==> src/rtl/smi_stream_ctrl.sv <==
// Bridges a byte-wide SMI port to N_CH word-wide RX/TX FIFO pairs, with an 8-bit
// register bank on the IOC bus for channel/direction control and error counters.
`timescale 1ns/1ps
module smi_stream_ctrl #(
  parameter int               DATA_W         = 32,
  parameter int               N_CH           = 2,
  parameter bit               SYNC_EN        = 1'b1,
  parameter logic [DATA_W-1:0] UNDERRUN_WORD = '0,
  parameter logic [7:0]       MODULE_VERSION = 8'h02,
  localparam int              BYTES          = DATA_W / 8,
  localparam int              CH_W           = (N_CH > 1) ? $clog2(N_CH) : 1
) (
  input  logic                   i_sys_clk,
  input  logic                   i_rst,
  input  logic [4:0]             i_ioc,
  input  logic [7:0]             i_data_in,
  output logic [7:0]             o_data_out,
  input  logic                   i_cs,
  input  logic                   i_fetch_cmd,
  input  logic                   i_load_cmd,
  output logic [N_CH-1:0]        o_rx_fifo_pull,
  input  logic [N_CH*DATA_W-1:0] i_rx_fifo_data,
  input  logic [N_CH-1:0]        i_rx_fifo_empty,
  output logic [N_CH-1:0]        o_tx_fifo_push,
  output logic [DATA_W-1:0]      o_tx_fifo_data,
  input  logic [N_CH-1:0]        i_tx_fifo_full,
  input  logic                   i_smi_soe,
  input  logic                   i_smi_swe,
  input  logic [7:0]             i_smi_data,
  output logic [7:0]             o_smi_data,
  output logic                   o_smi_read_req,
  output logic                   o_smi_write_req,
  output logic [CH_W-1:0]        o_channel,
  output logic                   o_dir,
  output logic                   o_cond_tx
);

  localparam int IDX_W = $clog2(BYTES);
  localparam logic [IDX_W-1:0] LAST_IDX = IDX_W'(BYTES - 1);
  localparam logic [IDX_W-1:0] IDX_ONE  = IDX_W'(1);

  // [0] first sync stage, [1] second sync stage, [2] previous synchronised value
  logic [2:0] soe_sync, swe_sync;
  logic       soe_fall, swe_fall;

  logic [CH_W-1:0]   channel, ch_act;
  logic              dir;
  logic [IDX_W-1:0]  rx_idx, tx_idx;
  logic [DATA_W-1:0] rx_word;
  logic [DATA_W-9:0] tx_low;
  logic              tx_cond;
  logic [7:0]        cnt_und, cnt_ovf, cnt_sync;

  logic [DATA_W-1:0] rx_head;
  logic              empty_act, full_act;
  logic              rd_en, wr_en;
  logic [7:0]        status;

  assign soe_fall  = soe_sync[2] & ~soe_sync[1];
  assign swe_fall  = swe_sync[2] & ~swe_sync[1];
  assign rx_head   = i_rx_fifo_data[int'(ch_act)*DATA_W +: DATA_W];
  assign empty_act = i_rx_fifo_empty[ch_act];
  assign full_act  = i_tx_fifo_full[ch_act];
  assign rd_en     = i_cs & i_fetch_cmd;
  assign wr_en     = i_cs & i_load_cmd & ~i_fetch_cmd;
  assign status    = {3'b000, tx_idx != '0, rx_idx != '0, dir, full_act, empty_act};

  assign o_smi_read_req  = ~dir & (~empty_act | (rx_idx != '0));
  assign o_smi_write_req = dir & ~full_act;
  assign o_channel       = channel;
  assign o_dir           = dir;

  function automatic logic [7:0] sat_inc(input logic [7:0] v);
    return (v == 8'hFF) ? v : v + 8'd1;
  endfunction

  always_ff @(posedge i_sys_clk) begin
    if (i_rst) begin
      soe_sync       <= '0;
      swe_sync       <= '0;
      channel        <= '0;
      ch_act         <= '0;
      dir            <= 1'b0;
      rx_idx         <= '0;
      tx_idx         <= '0;
      rx_word        <= '0;
      tx_low         <= '0;
      tx_cond        <= 1'b0;
      cnt_und        <= '0;
      cnt_ovf        <= '0;
      cnt_sync       <= '0;
      o_data_out     <= '0;
      o_smi_data     <= '0;
      o_rx_fifo_pull <= '0;
      o_tx_fifo_push <= '0;
      o_tx_fifo_data <= '0;
      o_cond_tx      <= 1'b0;
    end else begin
      soe_sync       <= {soe_sync[1:0], i_smi_soe};
      swe_sync       <= {swe_sync[1:0], i_smi_swe};
      o_rx_fifo_pull <= '0;
      o_tx_fifo_push <= '0;

      if (rd_en) begin
        case (i_ioc)
          5'd0:    o_data_out <= MODULE_VERSION;
          5'd1:    o_data_out <= status;
          5'd2:    o_data_out <= {{(8-CH_W){1'b0}}, channel};
          5'd3:    o_data_out <= {7'b0, dir};
          5'd4:    o_data_out <= cnt_und;
          5'd5:    o_data_out <= cnt_ovf;
          5'd6:    o_data_out <= cnt_sync;
          default: ;
        endcase
      end

      // The datapath channel only moves between words so a word never straddles FIFOs.
      if (rx_idx == '0 && tx_idx == '0) ch_act <= channel;

      if (wr_en && i_ioc == 5'd2 && int'(i_data_in) < N_CH) channel <= i_data_in[CH_W-1:0];

      if (wr_en && i_ioc == 5'd3 && i_data_in[0] != dir) begin
        dir    <= i_data_in[0];
        rx_idx <= '0;
        tx_idx <= '0;
      end else begin
        if (soe_fall && !dir) begin
          if (rx_idx == '0) begin
            if (!empty_act) begin
              rx_word        <= rx_head;
              o_smi_data     <= rx_head[7:0];
              o_rx_fifo_pull <= N_CH'(1) << ch_act;
            end else begin
              rx_word    <= UNDERRUN_WORD;
              o_smi_data <= UNDERRUN_WORD[7:0];
              cnt_und    <= sat_inc(cnt_und);
            end
          end else begin
            o_smi_data <= rx_word[8*rx_idx +: 8];
          end
          rx_idx <= (rx_idx == LAST_IDX) ? '0 : rx_idx + IDX_ONE;
        end

        if (swe_fall && dir) begin
          if (tx_idx == '0 && SYNC_EN && !i_smi_data[7]) begin
            cnt_sync <= sat_inc(cnt_sync);
          end else if (tx_idx == LAST_IDX) begin
            tx_idx <= '0;
            if (!full_act) begin
              o_tx_fifo_data <= {i_smi_data, tx_low};
              o_tx_fifo_push <= N_CH'(1) << ch_act;
              o_cond_tx      <= tx_cond;
            end else begin
              cnt_ovf <= sat_inc(cnt_ovf);
            end
          end else begin
            tx_low[8*tx_idx +: 8] <= i_smi_data;
            if (tx_idx == '0) tx_cond <= i_smi_data[5];
            tx_idx <= tx_idx + IDX_ONE;
          end
        end
      end

      // Clearing is applied last so it beats any increment in the same cycle.
      if (wr_en && i_ioc == 5'd7) begin
        cnt_und  <= '0;
        cnt_ovf  <= '0;
        cnt_sync <= '0;
      end
    end
  end

endmodule

==> config.mk <==
export PLATFORM = sky130hd
export DESIGN_NAME = smi_stream_ctrl
export DESIGN_NICKNAME = d
export VERILOG_FILES = /design/src/rtl/smi_stream_ctrl.sv
export SDC_FILE = /design/constraint.sdc
export NUM_CORES = 1
export LEC_CHECK = 0
export ABC_AREA = 1
export CAP_MARGIN = 20
export CELL_PAD_IN_SITES_DETAIL_PLACEMENT = 1
export CELL_PAD_IN_SITES_GLOBAL_PLACEMENT = 1
export CORE_ASPECT_RATIO = 1.5
export CORE_MARGIN = 2
export CORE_UTILIZATION = 48
export DETAILED_ROUTE_END_ITERATION = 10
export DONT_BUFFER_PORTS = 1
export PLACE_DENSITY_LB_ADDON = 0.1
export SETUP_SLACK_MARGIN = 0.3
export SYNTH_ARGS = -nofsm -noshare
export SYNTH_HDL_FRONTEND = slang
export SYNTH_SLANG_ARGS = --single-unit
==> constraint.sdc <==
create_clock -name i_sys_clk -period 3.2 [get_ports i_sys_clk]
set_input_delay 0 -clock i_sys_clk [delete_from_list [all_inputs] [get_ports i_sys_clk]]
set_output_delay 0 -clock i_sys_clk [all_outputs]
set_load 0.1 [all_outputs]
* After elaboration in Yosys (flattened, before gate mapping)
Cells that the tools add are included.
** Word-level totals
- Flip-flop bits (word level) :: 147
- Bits in latches :: 0
- RAM bits :: 0
- ROM bits :: 0
- Bits of input ports :: 96
- Output and inout bits :: 57
- Logic and storage cells :: 110
- Memories :: 0
** Operators by class
- Add/subtract/negate cells :: 6
- Multiply operators :: 0
- Div/mod/pow operators :: 0
- $lt $le $gt $ge :: 2
- Equal/unequal tests :: 13
- Shifts and indexed selects :: 5
- Mux-type cells :: 11
- Bitwise logic cells :: 23
- Reductions and logical operators :: 31
** Operator list (number)
- 64-bit by 7-bit indexed part select with 32-bit output :: 1
- 8-bit case mux with 7 select lines :: 1
- 5-bit negator with 34-bit output :: 1
- 8-bit by 34-bit variable shift with 24-bit output, first input constant :: 1
- 8-bit by 34-bit indexed part select with 24-bit output :: 1
- 32-bit 2-to-1 mux :: 1
- 32-bit by 6-bit indexed part select with 8-bit output :: 1
- 8-bit by 1-bit adder with 8-bit output, second input constant :: 3
- 24-bit bitwise mux :: 1
- 8-bit == test, second input constant :: 3
- 5-bit by 3-bit == test with 1-bit output, second input constant :: 4
- 8-bit 2-to-1 mux :: 2
- 1-bit NOT :: 15
- 5-bit AND reduction :: 3
- 5-bit by 2-bit == test with 1-bit output, second input constant :: 2
- 1-bit logical AND :: 9
- 8-bit by 2-bit < comparator with 1-bit output, second input constant :: 1
- 4-bit AND reduction :: 2
- 1-bit bitwise AND :: 7
- 7-bit nonzero test :: 1
- 2-bit AND reduction :: 3
- 6-bit AND reduction :: 1
- 6-bit OR reduction :: 1
- 5-bit by 1-bit == test with 1-bit output, second input constant :: 1
- other kinds (15) :: 25

* Depth between registers and ports, before layout
- Depth after elaboration :: 6
- Depth in mapped cells :: 12
- Mapped depth without buffers :: 11

* Least setup slack after synthesis
Ideal clock, no wire load.
- Path type :: flip-flop to output port
- Start :: register rx_idx[0]
- End :: output port o_smi_read_req
- Arrival :: 2.878 ns
- Data required time :: 3.200 ns
- Setup slack :: 0.322 ns
- Stages on the path, launching flop included :: 7
- Path buffers :: 3
- Cells stage by stage :: dfxtp_1 buf_2 clkinv_1 buf_2 ha_1 clkbuf_1 a21oi_1
** Between the ends
- Cells in the longest elaborated chain, start to end :: 3
** Ends and longest elaborated chain
- from (decl) :: RTL line 48 : logic [IDX_W-1:0] rx_idx, tx_idx;
- from (signal assigned) :: RTL line 141 : rx_idx <= (rx_idx == LAST_IDX) ? '0 : rx_idx + IDX_ONE;
- 2-bit nonzero test :: RTL line 68 : assign o_smi_read_req = ~dir & (~empty_act | (rx_idx != '0));
- 1-bit bitwise OR :: RTL line 68
- 1-bit bitwise AND :: RTL line 68
- to (decl) :: RTL line 31 : output logic o_smi_read_req,
No other way between the ends.

* Worst setup path in the final report
- Start :: input port i_ioc[4]
- End :: register o_data_out[5]
** Between the ends
- Cells in the longest elaborated chain, start to end :: 3
- Elaborated cells between the ends (all ways) :: 10
- Classes of those cells :: 6 x eq/ne; 1 x mux; 3 x reduce/logical
** Ends and longest elaborated chain
- from (decl) :: RTL line 15 : input logic [4:0] i_ioc,
- 5-bit by 2-bit == test with 1-bit output, or another cell as far along :: RTL line 105 : case (i_ioc)
- 7-bit nonzero test (no line)
- 2-bit AND reduction (no line)
- to (signal assigned) :: RTL line 107 : 5'd1: o_data_out <= status;
- to (signal assigned) :: RTL line 108 : 5'd2: o_data_out <= {{(8-CH_W){1'b0}}, channel};
- to (signal assigned) :: RTL line 109 : 5'd3: o_data_out <= {7'b0, dir};
- to (decl) :: RTL line 17 : output logic [7:0] o_data_out,
Parallel ways exist; a longest one is shown, timed or not.
A chain may end at the register's enable or synchronous reset.

==> results.py <==
metrics = {
    "run_status": {
        "status": "complete, no violations",
    },
    "pwr": {
        "p_leak_nw": 3.65,
        "power.density_nw_per_um2": 477,
        "ir_drop_v": 0.000334,
    },
    "cts": {
        "cts_tree": "done",
        "cts_root_buf": "clkbuf_16",
        "cts_post_setup_buffers_inserted": 0,
        "clk_pin_slew_ns": 0.07,
        "cts.sinks": 147,
        "insertion_delay_ns": 0.43,
        "numCtsBuffers": 17,
        "cts_buffer_depth": 2,
        "cts_htree_levels": 4,
    },
    "critical_path": {
        "cp_max_fo": 8,
        "cp-end-kind": "flop",
        "arrival_ns": 3.13,
        "start_kind": "input port",
        "r2r_end": "o_smi_data[0]",
        "rrSetupSlack_ns": 0.48,
        "critical_path_class": "input port to flop",
        "required_ns": 3.56,
        "reg2regPathDepth": 10,
        "timing.rr.start": "ch_act",
    },
    "synth": {
        "synth.distinct_cells": 41,
        "avgSynthCellArea_um2": 6.93,
        "synth-warning-count": 0,
        "synth-seq-cells": 147,
        "syn_area_um2": 7410,
        "synth_cells": 1069,
        "syn_nets": 1175,
        "seq_area_frac_synth_pct": 39.7,
    },
    "global_route": {
        "grt_pass1_wl_um": 40800,
        "grt_overflow": 0,
        "antenna_found_initial": 2,
        "grt_pass1_vias": 8015,
        "grt_max_degree": 80,
        "grt_usage_pct": 31.5,
    },
    "die": {
        "core.rowCount": 55,
        "coreArea_um2": 15100,
        "dieWidth_um": 105,
        "die_area_um2": 16500,
        "pin_count": 153,
        "die-height_um": 156,
        "initial_core_util_pct": 49.2,
    },
    "routing": {
        "drt-wirelength-per-cell_um": 19.1,
        "wirelength_um": 26000,
        "drt_iter0_drc": 349,
        "via_per_inst": 5.62,
        "drc_errors": 0,
        "via_count": 7643,
        "postRouteAntennaNets": 0,
        "drtPass1Iterations": 5,
    },
    "final_layout": {
        "area_growth_syn_to_layout_pct": 22.6,
        "fin_util_pct": 60.3,
        "finish.net_count": 1252,
        "fillCellCount": 1946,
        "drive_gt1_share_pct": 8.28,
        "final_cell_mix": "nand2_1 (314), dfxtp_1 (147), a21oi_1 (104)",
        "final_common_cell": "nand2_1",
    },
    "placement": {
        "pre_cts_slack_ns": 0.875,
        "port-buffer-count": 0,
        "dp_hpwl_um": 15600,
        "gp_congestion": 0.877,
    },
    "timing": {
        "finalHoldViolCount": 0,
        "post-route-period-util_pct": 86.7,
        "fin_setup_tns_ns": 0,
        "postLayoutSetupSlackWorst_ns": 0.426,
        "fmax_mhz": 361,
        "clock_skew_ns": 0.0105,
        "worst_pin_slew_ns": 1.11,
        "setup_viol": 0,
        "max_slew_margin_pct": 26.0,
        "rsz0062_at_grt": "false",
        "min_period_ns": 2.77,
        "drv_slew": 0,
    },
    "worst_hold_path": {
        "min_from": "i_ioc[3]",
        "min_path_type": "input port to flop",
        "min_to": "o_data_out[6]",
        "hold_depth": 5,
    },
    "job": {
        "drv_cap": 0,
    },
}
==> stage by stage <==
| stage | instances | power (W) | hold slack [ns] | cell area (um^2) |
|---|---|---|---|---|
| 2_1_floorplan | 1069 | 0.00207 | 0.107 | 7410 |
| 3_3_place_gp | 1233 | 0.00211 | 0.0795 | 7490 |
| 3_5_place_dp | 1233 | 0.00211 | 0.0816 | 7490 |
| 4_1_cts | 1358 | 0.00434 | 0.000527 | 9070 |
| 5_1_grt | 1361 | 0.00446 | 0.0313 | 9080 |
| 6_report | 1361 | 0.00433 | 0.0112 | 9080 |
==> state kept, by name, indices dropped and copies added, names as in the netlist <==
signal and count:
o_rx_fifo_pull 2, rx_idx 2, o_dir 1, o_data_out 8, rx_word 32, cnt_und 8
o_tx_fifo_data 32, ch_act 1, tx_idx 2, o_cond_tx 1, swe_sync 3, cnt_ovf 8
soe_sync 3, o_channel 1, tx_low 24, cnt_sync 8, o_smi_data 8, o_tx_fifo_push 2
tx_cond 1
==> worst max-delay path: stages <==
cell and delay, ns:
dlygate4sd3_1 0.57, nor2_4 0.18, nand3_1 0.15, dlygate4sd3_1 0.63, a21oi_4 0.22, dlygate4sd3_1 0.64, nand2_1 0.06, dlygate4sd3_1 0.56
a21oi_1 0.12
==> cells in the mapped netlist (all sizes together) <==
cell type,count,area (um^2)
o211ai,3,22.5
ha,10,125
nand2b,1,6.26
and3,1,6.26
nand4,51,334
nor3,6,30.0
inv,78,295
dfxtp,147,2940
nand3,95,521
xor2,10,87.6
clkbuf,20,78.8
nand2,320,1240
o211a,1,10.0
a21oi,107,543
o21ai,63,330
nor2,110,524
a21o,1,7.51
buf,37,259
a31oi,2,12.5
xnor2,1,8.76
nand3b,1,7.51
clkinv,4,15.0
==> cell type report <==
cell class              instances  area [um^2]  area share (%)
clock buffers                  18          439            4.83
inverters                      82          310            3.42
diodes                          3         7.51          0.0826
clock inverters                14          185            2.04
multi-input cells             783         3840            42.2
well taps                     199          249            2.74
flip-flops and latches        147         2940            32.4
repair buffers                115         1110            12.3
==> power by group <==
part / switching, W / total (W) / leakage [nW] / internal (W)
Clock: 0.000911 / 0.00213 / 0.309 / 0.00122
Combinational: 0.000209 / 0.000345 / 2.16 / 0.000135
Sequential: 0.0000213 / 0.00186 / 1.19 / 0.00184
==> timing repair <==
item,4_1_cts,5_1_grt
setup endpoints to repair,0,2
hold buffers,93,0
hold endpoints to repair,121,0
resized for setup,0,2
==> metal layers <==
layer	track usage [%]	wire [um]	vias up
met5	0	0	-
li1	-	-	3670
met4	18.1	1320	0
met3	5.22	930	83
met2	59.1	13900	208
met1	32.5	9890	3682
==> worst max-delay path by stage <==
stage	from	end	slack (ns)	cells after the start
6_report	i_ioc[4]	o_data_out[5]	0.43	9
5_1_grt	i_ioc[4]	o_data_out[5]	0.30	9
4_1_cts	i_ioc[4]	o_data_out[5]	0.38	9
3_5_place_dp	rx_idx[0]	rx_word[5]	0.87	6
3_3_place_gp	rx_idx[0]	rx_word[5]	0.90	6
2_1_floorplan	rx_idx[0]	o_smi_read_req	0.32	6
==> cell families after synthesis <==
family,after synthesis,synth area share [%]
adder cells (fa/ha/maj),10,1.69
flip-flops,147,39.7
buffers and inverters,139,8.74
AO/OA/AOI/OAI,177,12.5
XOR/XNOR,11,1.30
AND/OR/NAND/NOR,585,36.1
Power figures use the tool's default switching activity.
